--- src/rtl/alu_srv_pkg.sv ---
// Shared types for the ALU request server.
//   op_e  : opcode encoding carried on req_op. Codes not listed are illegal.
//   rsp_t : one buffered response entry (result plus flags plus echoed tag).
// The tag field is sized to TAG_W_MAX. Instances zero-extend their narrower
// TAG_W tag into it, and synthesis trims the constant upper bits.
package alu_srv_pkg;

  localparam int TAG_W_MAX = 16;

  typedef enum logic [2:0] {
    OP_AND = 3'b000,
    OP_OR  = 3'b001,
    OP_ADD = 3'b010,
    OP_SUB = 3'b110,
    OP_SLT = 3'b111
  } op_e;

  typedef struct packed {
    logic [31:0]          result;
    logic                 cout;
    logic                 zero;
    logic                 err;
    logic [TAG_W_MAX-1:0] tag;
  } rsp_t;

endpackage

--- src/rtl/alu_exec_stage.sv ---
// Combinational execute stage: decodes the opcode and computes result and flags.
//   a, b : 32-bit operands
//   op   : raw 3-bit opcode (illegal codes give err=1, result 0)
//   tag  : request tag, passed through
//   rsp  : complete response entry, ready to be written into the buffer
module alu_exec_stage
  import alu_srv_pkg::*;
(
  input  logic [31:0]          a,
  input  logic [31:0]          b,
  input  logic [2:0]           op,
  input  logic [TAG_W_MAX-1:0] tag,
  output rsp_t                 rsp
);

  logic [32:0] sum;

  // NOTE: every output of this block gets a default before the case statement,
  // so no path through it leaves a value unassigned and no latch is inferred.
  always_comb begin
    rsp     = '0;
    rsp.tag = tag;
    sum     = '0;
    case (op)
      OP_AND: rsp.result = a & b;
      OP_OR:  rsp.result = a | b;
      OP_ADD: begin
        sum                    = {1'b0, a} + {1'b0, b};
        {rsp.cout, rsp.result} = sum;
      end
      OP_SUB: begin
        // Two's-complement subtract. Carry out set means no borrow (a >= b).
        sum                    = {1'b0, a} + {1'b0, ~b} + 33'd1;
        {rsp.cout, rsp.result} = sum;
      end
      OP_SLT: rsp.result = {31'd0, $signed(a) < $signed(b)};
      default: rsp.err = 1'b1;
    endcase
    rsp.zero = (rsp.result == 32'd0);
  end

endmodule

--- src/rtl/alu_req_server.sv ---
// Pipelined ALU request/response server.
//   req_valid/req_ready  : request handshake. Operands, opcode and tag are
//                          captured into stage S1 on transfer.
//   rsp_valid/rsp_ready  : response handshake. The head of an in-order
//                          FIFO_DEPTH-entry buffer drives rsp_*.
//   err_count            : number of accepted illegal-opcode requests (wraps).
// S1 feeds the execute stage. Its result is written into the buffer on the next
// edge. req_ready depends only on registered occupancy, so S1 always has a
// buffer slot to drain into.
module alu_req_server
  import alu_srv_pkg::*;
#(
  parameter int FIFO_DEPTH = 4,
  parameter int TAG_W      = 4
) (
  input  logic             clk,
  input  logic             rst,
  input  logic             req_valid,
  output logic             req_ready,
  input  logic [31:0]      req_a,
  input  logic [31:0]      req_b,
  input  logic [2:0]       req_op,
  input  logic [TAG_W-1:0] req_tag,
  output logic             rsp_valid,
  input  logic             rsp_ready,
  output logic [31:0]      rsp_result,
  output logic             rsp_cout,
  output logic             rsp_zero,
  output logic             rsp_err,
  output logic [TAG_W-1:0] rsp_tag,
  output logic [15:0]      err_count
);

  localparam int PTR_W = $clog2(FIFO_DEPTH);
  localparam int CNT_W = PTR_W + 1;
  localparam logic [CNT_W-1:0] FULL = CNT_W'(FIFO_DEPTH);

  logic             s1_valid;
  logic [31:0]      s1_a, s1_b;
  logic [2:0]       s1_op;
  logic [TAG_W-1:0] s1_tag;

  rsp_t             exec_rsp;
  rsp_t             mem [FIFO_DEPTH];
  rsp_t             head;
  logic [PTR_W-1:0] wr_ptr, rd_ptr;
  logic [CNT_W-1:0] count;
  logic [CNT_W:0]   occupancy;
  logic             req_fire, push, pop;
  logic             unused_tag_bits;

  assign req_fire = req_valid && req_ready;
  assign push     = s1_valid;
  assign pop      = rsp_valid && rsp_ready;

  // Count S1 as occupied so that its write always has a slot.
  assign occupancy = {1'b0, count} + {{CNT_W{1'b0}}, s1_valid};
  assign req_ready = occupancy < {1'b0, FULL};

  // NOTE: sequential state uses non-blocking assignments, so every register
  // samples pre-edge values and the order of statements does not matter.
  always_ff @(posedge clk or posedge rst) begin
    if (rst) begin
      s1_valid <= 1'b0;
      s1_a     <= '0;
      s1_b     <= '0;
      s1_op    <= '0;
      s1_tag   <= '0;
    end else begin
      s1_valid <= req_fire;
      if (req_fire) begin
        s1_a   <= req_a;
        s1_b   <= req_b;
        s1_op  <= req_op;
        s1_tag <= req_tag;
      end
    end
  end

  alu_exec_stage u_exec (
    .a   (s1_a),
    .b   (s1_b),
    .op  (s1_op),
    .tag (TAG_W_MAX'(s1_tag)),
    .rsp (exec_rsp)
  );

  // NOTE: the storage array has no reset. Stale entries are never visible
  // because the head is masked whenever the buffer is empty.
  always_ff @(posedge clk) begin
    if (push) mem[wr_ptr] <= exec_rsp;
  end

  always_ff @(posedge clk or posedge rst) begin
    if (rst) begin
      wr_ptr    <= '0;
      rd_ptr    <= '0;
      count     <= '0;
      err_count <= '0;
    end else begin
      if (push) wr_ptr <= wr_ptr + 1'b1;
      if (pop)  rd_ptr <= rd_ptr + 1'b1;
      if (push && !pop)      count <= count + 1'b1;
      else if (!push && pop) count <= count - 1'b1;
      if (push && exec_rsp.err) err_count <= err_count + 16'd1;
    end
  end

  assign rsp_valid  = (count != '0);
  assign head       = rsp_valid ? mem[rd_ptr] : '0;
  assign rsp_result = head.result;
  assign rsp_cout   = head.cout;
  assign rsp_zero   = head.zero;
  assign rsp_err    = head.err;
  assign rsp_tag    = head.tag[TAG_W-1:0];
  assign unused_tag_bits = ^head.tag;

  // S1 must never find the buffer full without a simultaneous pop.
  assert property (@(posedge clk) disable iff (rst)
    !(s1_valid && count == FULL && !pop));

endmodule

--- config.mk ---
export PLATFORM = sky130hd
export DESIGN_NAME = alu_req_server
export DESIGN_NICKNAME = d
export VERILOG_FILES = /design/src/rtl/alu_srv_pkg.sv /design/src/rtl/alu_exec_stage.sv /design/src/rtl/alu_req_server.sv
export SDC_FILE = /design/constraint.sdc
export NUM_CORES = 1
export LEC_CHECK = 0
export ABC_AREA = 1
export CORE_MARGIN = 1.5
export CORE_UTILIZATION = 45
export DETAILED_ROUTE_END_ITERATION = 10
export DONT_BUFFER_PORTS = 1
export PLACE_DENSITY = 0.56
export SYNTH_ARGS = -nofsm -noshare
export SYNTH_HDL_FRONTEND = slang
export SYNTH_SLANG_ARGS = --single-unit
--- constraint.sdc ---
create_clock -name clk -period 3.55 [get_ports clk]
set_input_delay 0.71 -clock clk [delete_from_list [all_inputs] [get_ports clk]]
set_output_delay 0.71 -clock clk [all_outputs]
set_load 0.02 [all_outputs]
Word-level counts from Yosys, hierarchy flattened
Memories as Yosys holds them, arrays and structs flattened.
Cells that the tools add are included.

storage, ports and cells
  flip-flop bits (word level) = 95
  RAM bits = 156
  bits of input ports = 75
  output and inout bits = 57
  logic and storage cells = 48
  memories kept = 1

memories
  memory  depth  width  rd ports  clocked after Yosys merged registers in  wr ports  RTL line              source
  mem     4      39     1         0                                        1         alu_req_server.sv:44  rsp_t mem [FIFO_DEPTH];

cells by class
  add/subtract/negate cells = 9
  order comparisons = 2
  equality and inequality tests = 4
  muxes and demuxes = 8
  bitwise logic cells = 3
  reduce and logical (&&, ||, !) cells = 12

operator list
  operator                                                                      number
  32-bit one-hot mux with 5 select lines                                        1
  32-bit by 32-bit adder with 33-bit output                                     2
  51-bit 2-to-1 mux                                                             1
  33-bit by 1-bit adder with 33-bit output, second input constant               1
  32-bit bitwise AND                                                            1
  32-bit zero test                                                              1
  32-bit less-than comparator                                                   1
  32-bit inverter                                                               1
  32-bit bitwise OR                                                             1
  16-bit by 1-bit adder with 16-bit output, second input constant               1
  3-bit equality test, second input constant                                    2
  3-bit 2-to-1 mux                                                              2
  1-bit logical AND                                                             5
  5-bit OR reduction                                                            1
  2-bit by 1-bit adder with 2-bit output, second input constant                 2
  3-bit by 1-bit adder with 4-bit output                                        1
  4-bit by 3-bit less-than comparator with 1-bit output, second input constant  1
  3-bit by 1-bit adder with 3-bit output, second input constant                 1
  3-bit by 1-bit equality test with 1-bit output, second input constant         1
  3-bit by 2-bit equality test with 1-bit output, second input constant         1
  3-bit zero test                                                               1
  1-bit 2-to-1 mux                                                              3
  3-bit nonzero test                                                            1
  3-bit by 1-bit subtractor with 3-bit output, second input constant            1
  3 further kinds                                                               4

Logic depth before layout (Yosys ltp)
  depth after elaboration = 5
  depth in mapped cells = 21
  gate-level depth less buffers = 20

Modules after synthesis
A second synthesis with hierarchy kept.

second synthesis, totals
  cells, all modules = 2254
  area, all modules = 16729.8 µm²

modules (own cells, without submodules)
  module          instances  cells each  area each (µm²)  seq. area each (µm²)
  alu_req_server  1          923         10068.4          7061.8
  alu_exec_stage  1          1331        6661.4           0.0

Worst setup path before layout
No wires, ideal clock.

  path kind = reg2out
  start point = reg rd_ptr[0]
  end point = out rsp_result[22]
  arrival = 1673 ps
  data required time = 2840 ps
  path slack = 1167 ps
  stages on the path, launching flop included = 8
  buffers on the path = 3
  path through = dfrtp_1 -> clkbuf_1 -> clkbuf_1 -> clkbuf_1 -> nor2_1 -> nor2_1 -> o21ai_0 -> a21oi_1

on the way
  longest elaborated chain between the ends = 2

ends and longest elaborated chain
  item                    RTL line               source
  start, declared         alu_req_server.sv:46   logic [PTR_W-1:0] wr_ptr, rd_ptr;
  start signal, assigned  alu_req_server.sv:102  if (pop) rd_ptr <= rd_ptr + 1'b1;
  memory 4 x 39 bit       -
  51-bit 2-to-1 mux       alu_req_server.sv:110  assign head = rsp_valid ? mem[rd_ptr] : '0;
  end, declared           alu_req_server.sv:26   output logic [31:0] rsp_result,

Every way passes these cells.

==> impl_metrics.toml <==
[run_status]
run_status = "completed"

[die]
floorplan.initialDensity = 0.460
fp.coreArea_mm2 = 0.0358
dieArea_mm2 = 0.0378
die_y_um = 194
num_rows = 69
ioPinCount = 132
die_w_um = 194

[placement]
gp_congestion = 0.949
dp_hpwl_mm = 37.8
portBuffers = 0

[cts]
htree_levels = 1
clockBufferDepth = 3
cts_sinks = 251
numCtsBuffers = 28
path_clk_slew_ps = 70
cts_root_buffer = "clkbuf_16"
cts-hold-fix-buffers = 0
cts_tree = "built"
clk_latency_ps = 590

[yosys]
synth.top_cell.area_share = 0.284
ys_seq_area_frac = 0.429
avgSynthCellArea_um2 = 7.48
synth-main-ff-cell = "edfxtp_1"
synth_warnings = 0
postSynthCellCount = 2204
syn_nets = 2387
ys_ff_latch = 251
synth.area.top_cells = "edfxtp_1, dfrtp_1, nand2_1, ha_1, inv_1"
syn_area_mm2 = 0.0165
synth_top_cell_by_area = "edfxtp_1"
synth_edf_count = 156
synthTopCellsByCount = "nand2_1, inv_1, nor2_1, o21ai_0, edfxtp_1"
ys_types = 40
synth.most_common_cell = "nand2_1"
async_flop_share = 0.378

[sta]
finalSetupViolCount = 0
clock.fmax_ghz = 0.305
clock_skew_ps = 22.8
fin_crit_sh = 0.924
post-route-min-period_ps = 3280
final-max-slew-violation-count = 0
finalHoldViolCount = 0
worstMarginPinSlew_ps = 889
setup_tns_ps = 0
rsz0062_at_grt = "no"
relSlewSlack = 0.407

[global_route]
grt_usage = 0.265
overflow = 0
grt_pass1_wl_mm = 77.3
antenna_found_initial = 1
grt_max_degree = 59
grt_pass1_vias = 13502

[worst_setup_path]
cp.arrival_ps = 3680
cpPeakStageDelay_ps = 490
crit_top_cell = "nand2_1"
crit_required_ps = 3950
cpMaxStageDelayCell = "ha_1"
critPathBufInv = 2
path_class = "reg -> reg"
rr_worst_depth = 17
cp_top_family = "simple AND/OR/NAND/NOR gates"
cp_cell_sequence = "inv_1, ha_1, nor2_4, nand2_1, inv_1, nand3_2, nand2_1, nand2_1, nand2_1, nand2_1, nand3_1, nand3_1, nor2_1, nand3_1, nor2_1, nand3_1, nor2_1"
cp_max_fo = 9
cp.depth = 17
startpoint_type = "register"
cp-end-kind = "register"

[final_layout]
fin_nets = 2399
synthToLayoutAreaGrowth_pct = 10.1
nFillCells = 3591
drive_above_1_share = 0.0813
antenna_cells = 0

[routing]
wire_per_inst_um = 18.4
vias = 14064
firstDrtPassIters = 6
ant_nets = 0
post-route-drc-count = 0
drt_wl_total_mm = 49.7
vias_per_cell = 5.21
drt_iter0_markers = 884

[run]
drv_cap = 0

[worst_hold_path]
hp-class = "in -> async"
worst register-to-register path: cells and delay by family (launching register included):
| family | cells | cell delay, ps |
|---|---|---|
| and+or+nand+nor | 14 | 2040 |
| DFF | 1 | 390 |
| buffers and inverters | 2 | 170 |
| adders and majority gates | 1 | 490 |
path summary, 6_finish.rpt:
| kind | start | to | slack, ps |
|---|---|---|---|
| worst min-delay path | rst | err_count[15] | 90 |
| worst min register to register | s1_tag[1] | mem[3][1] | 530 |
| worst max register to register | s1_a[6] | mem[2][5] | 270 |
| max in group asynchronous | rst | s1_a[1] | 2750 |
| min in group clk | req_b[4] | s1_b[4] | 240 |
| worst max-delay path | s1_a[6] | mem[2][5] | 270 |
state kept, by name, summed over array words and instances (netlist names):
name,flops
count,3
s1_tag,4
mem,156
s1_op,3
s1_a,32
rd_ptr,2
err_count,16
push,1
wr_ptr,2
s1_b,32
cells in the final DEF, fill, tap and decap left out, types with 5 or more instances in the layout:
cell / netlist / routed
clkbuf_8: 0 / 7
xor2_1: 9 / 9
a21oi_1: 94 / 94
clkbuf_16: 0 / 28
xnor2_1: 10 / 10
o21bai_1: 6 / 6
inv_1: 342 / 340
ha_1: 105 / 105
inv_2: 12 / 12
nor2_4: 4 / 5
buf_4: 15 / 62
clkinv_2: 1 / 7
nand3b_1: 9 / 9
nor3_1: 11 / 10
nand2_2: 17 / 17
o21ai_0: 164 / 164
o22ai_1: 27 / 27
nand3_1: 136 / 136
nand4_1: 18 / 18
nor2_2: 17 / 17
dfrtp_1: 95 / 94
nand2_1: 549 / 549
nor2_1: 310 / 309
edfxtp_1: 156 / 156
nand3_2: 7 / 7
kinds of logic (layout without fill, tap and decap cells):
group,count (synthesis),count (layout),share of synthesized area
adders and majority gates,108,108,0.0834
and+or+nand+nor,1088,1088,0.276
AOI/OAI and AO/OA,299,299,0.0948
muxes,1,1,0.000683
buffers and inverters,438,472,0.107
xor gates and xnor gates,19,19,0.0101
DFF,251,251,0.429
cell type report:
cell class / count / area (um2) / area share
Inverter: 355 / 1340 / 0.0738
Sequential cell: 251 / 7060 / 0.389
Clock buffer: 39 / 812 / 0.0448
Timing Repair Buffer: 65 / 526 / 0.0290
Clock inverter: 13 / 151 / 0.00835
Multi-Input combinational cell: 1515 / 7670 / 0.423
Tap cell: 461 / 577 / 0.0318
stage by stage:
step	utilization	std cells	instance area (um2)	hold slack [ps]	worst slack, ps
after CTS	0.506	2699	18100	90.9	285
after detailed placement	0.479	2647	17200	518	313
after global routing	0.506	2699	18100	132	10.7
final	0.506	2699	18100	88.7	268
after global placement	0.479	2647	17200	507	360
after floorplan	-	2204	16500	476	363
timing repair:
| item | 4_1_cts | 5_1_grt |
|---|---|---|
| setup endpoints to repair | 0 | 4 |
| gates resized for setup | 0 | 1 |
| setup buffers | 0 | 0 |
layer usage:
layer / vias to the layer above / routed length [um] / track usage
met1: 6609 / 23300 / 0.367
met4: 0 / 1090 / 0.0639
met3: 77 / 2570 / 0.0411
met2: 375 / 22800 / 0.437
met5: - / 0 / 0
li1: 7003 / - / -
Power is not shown: default switching activity piles up to over one toggle a cycle in this logic, so the estimate is an artifact.
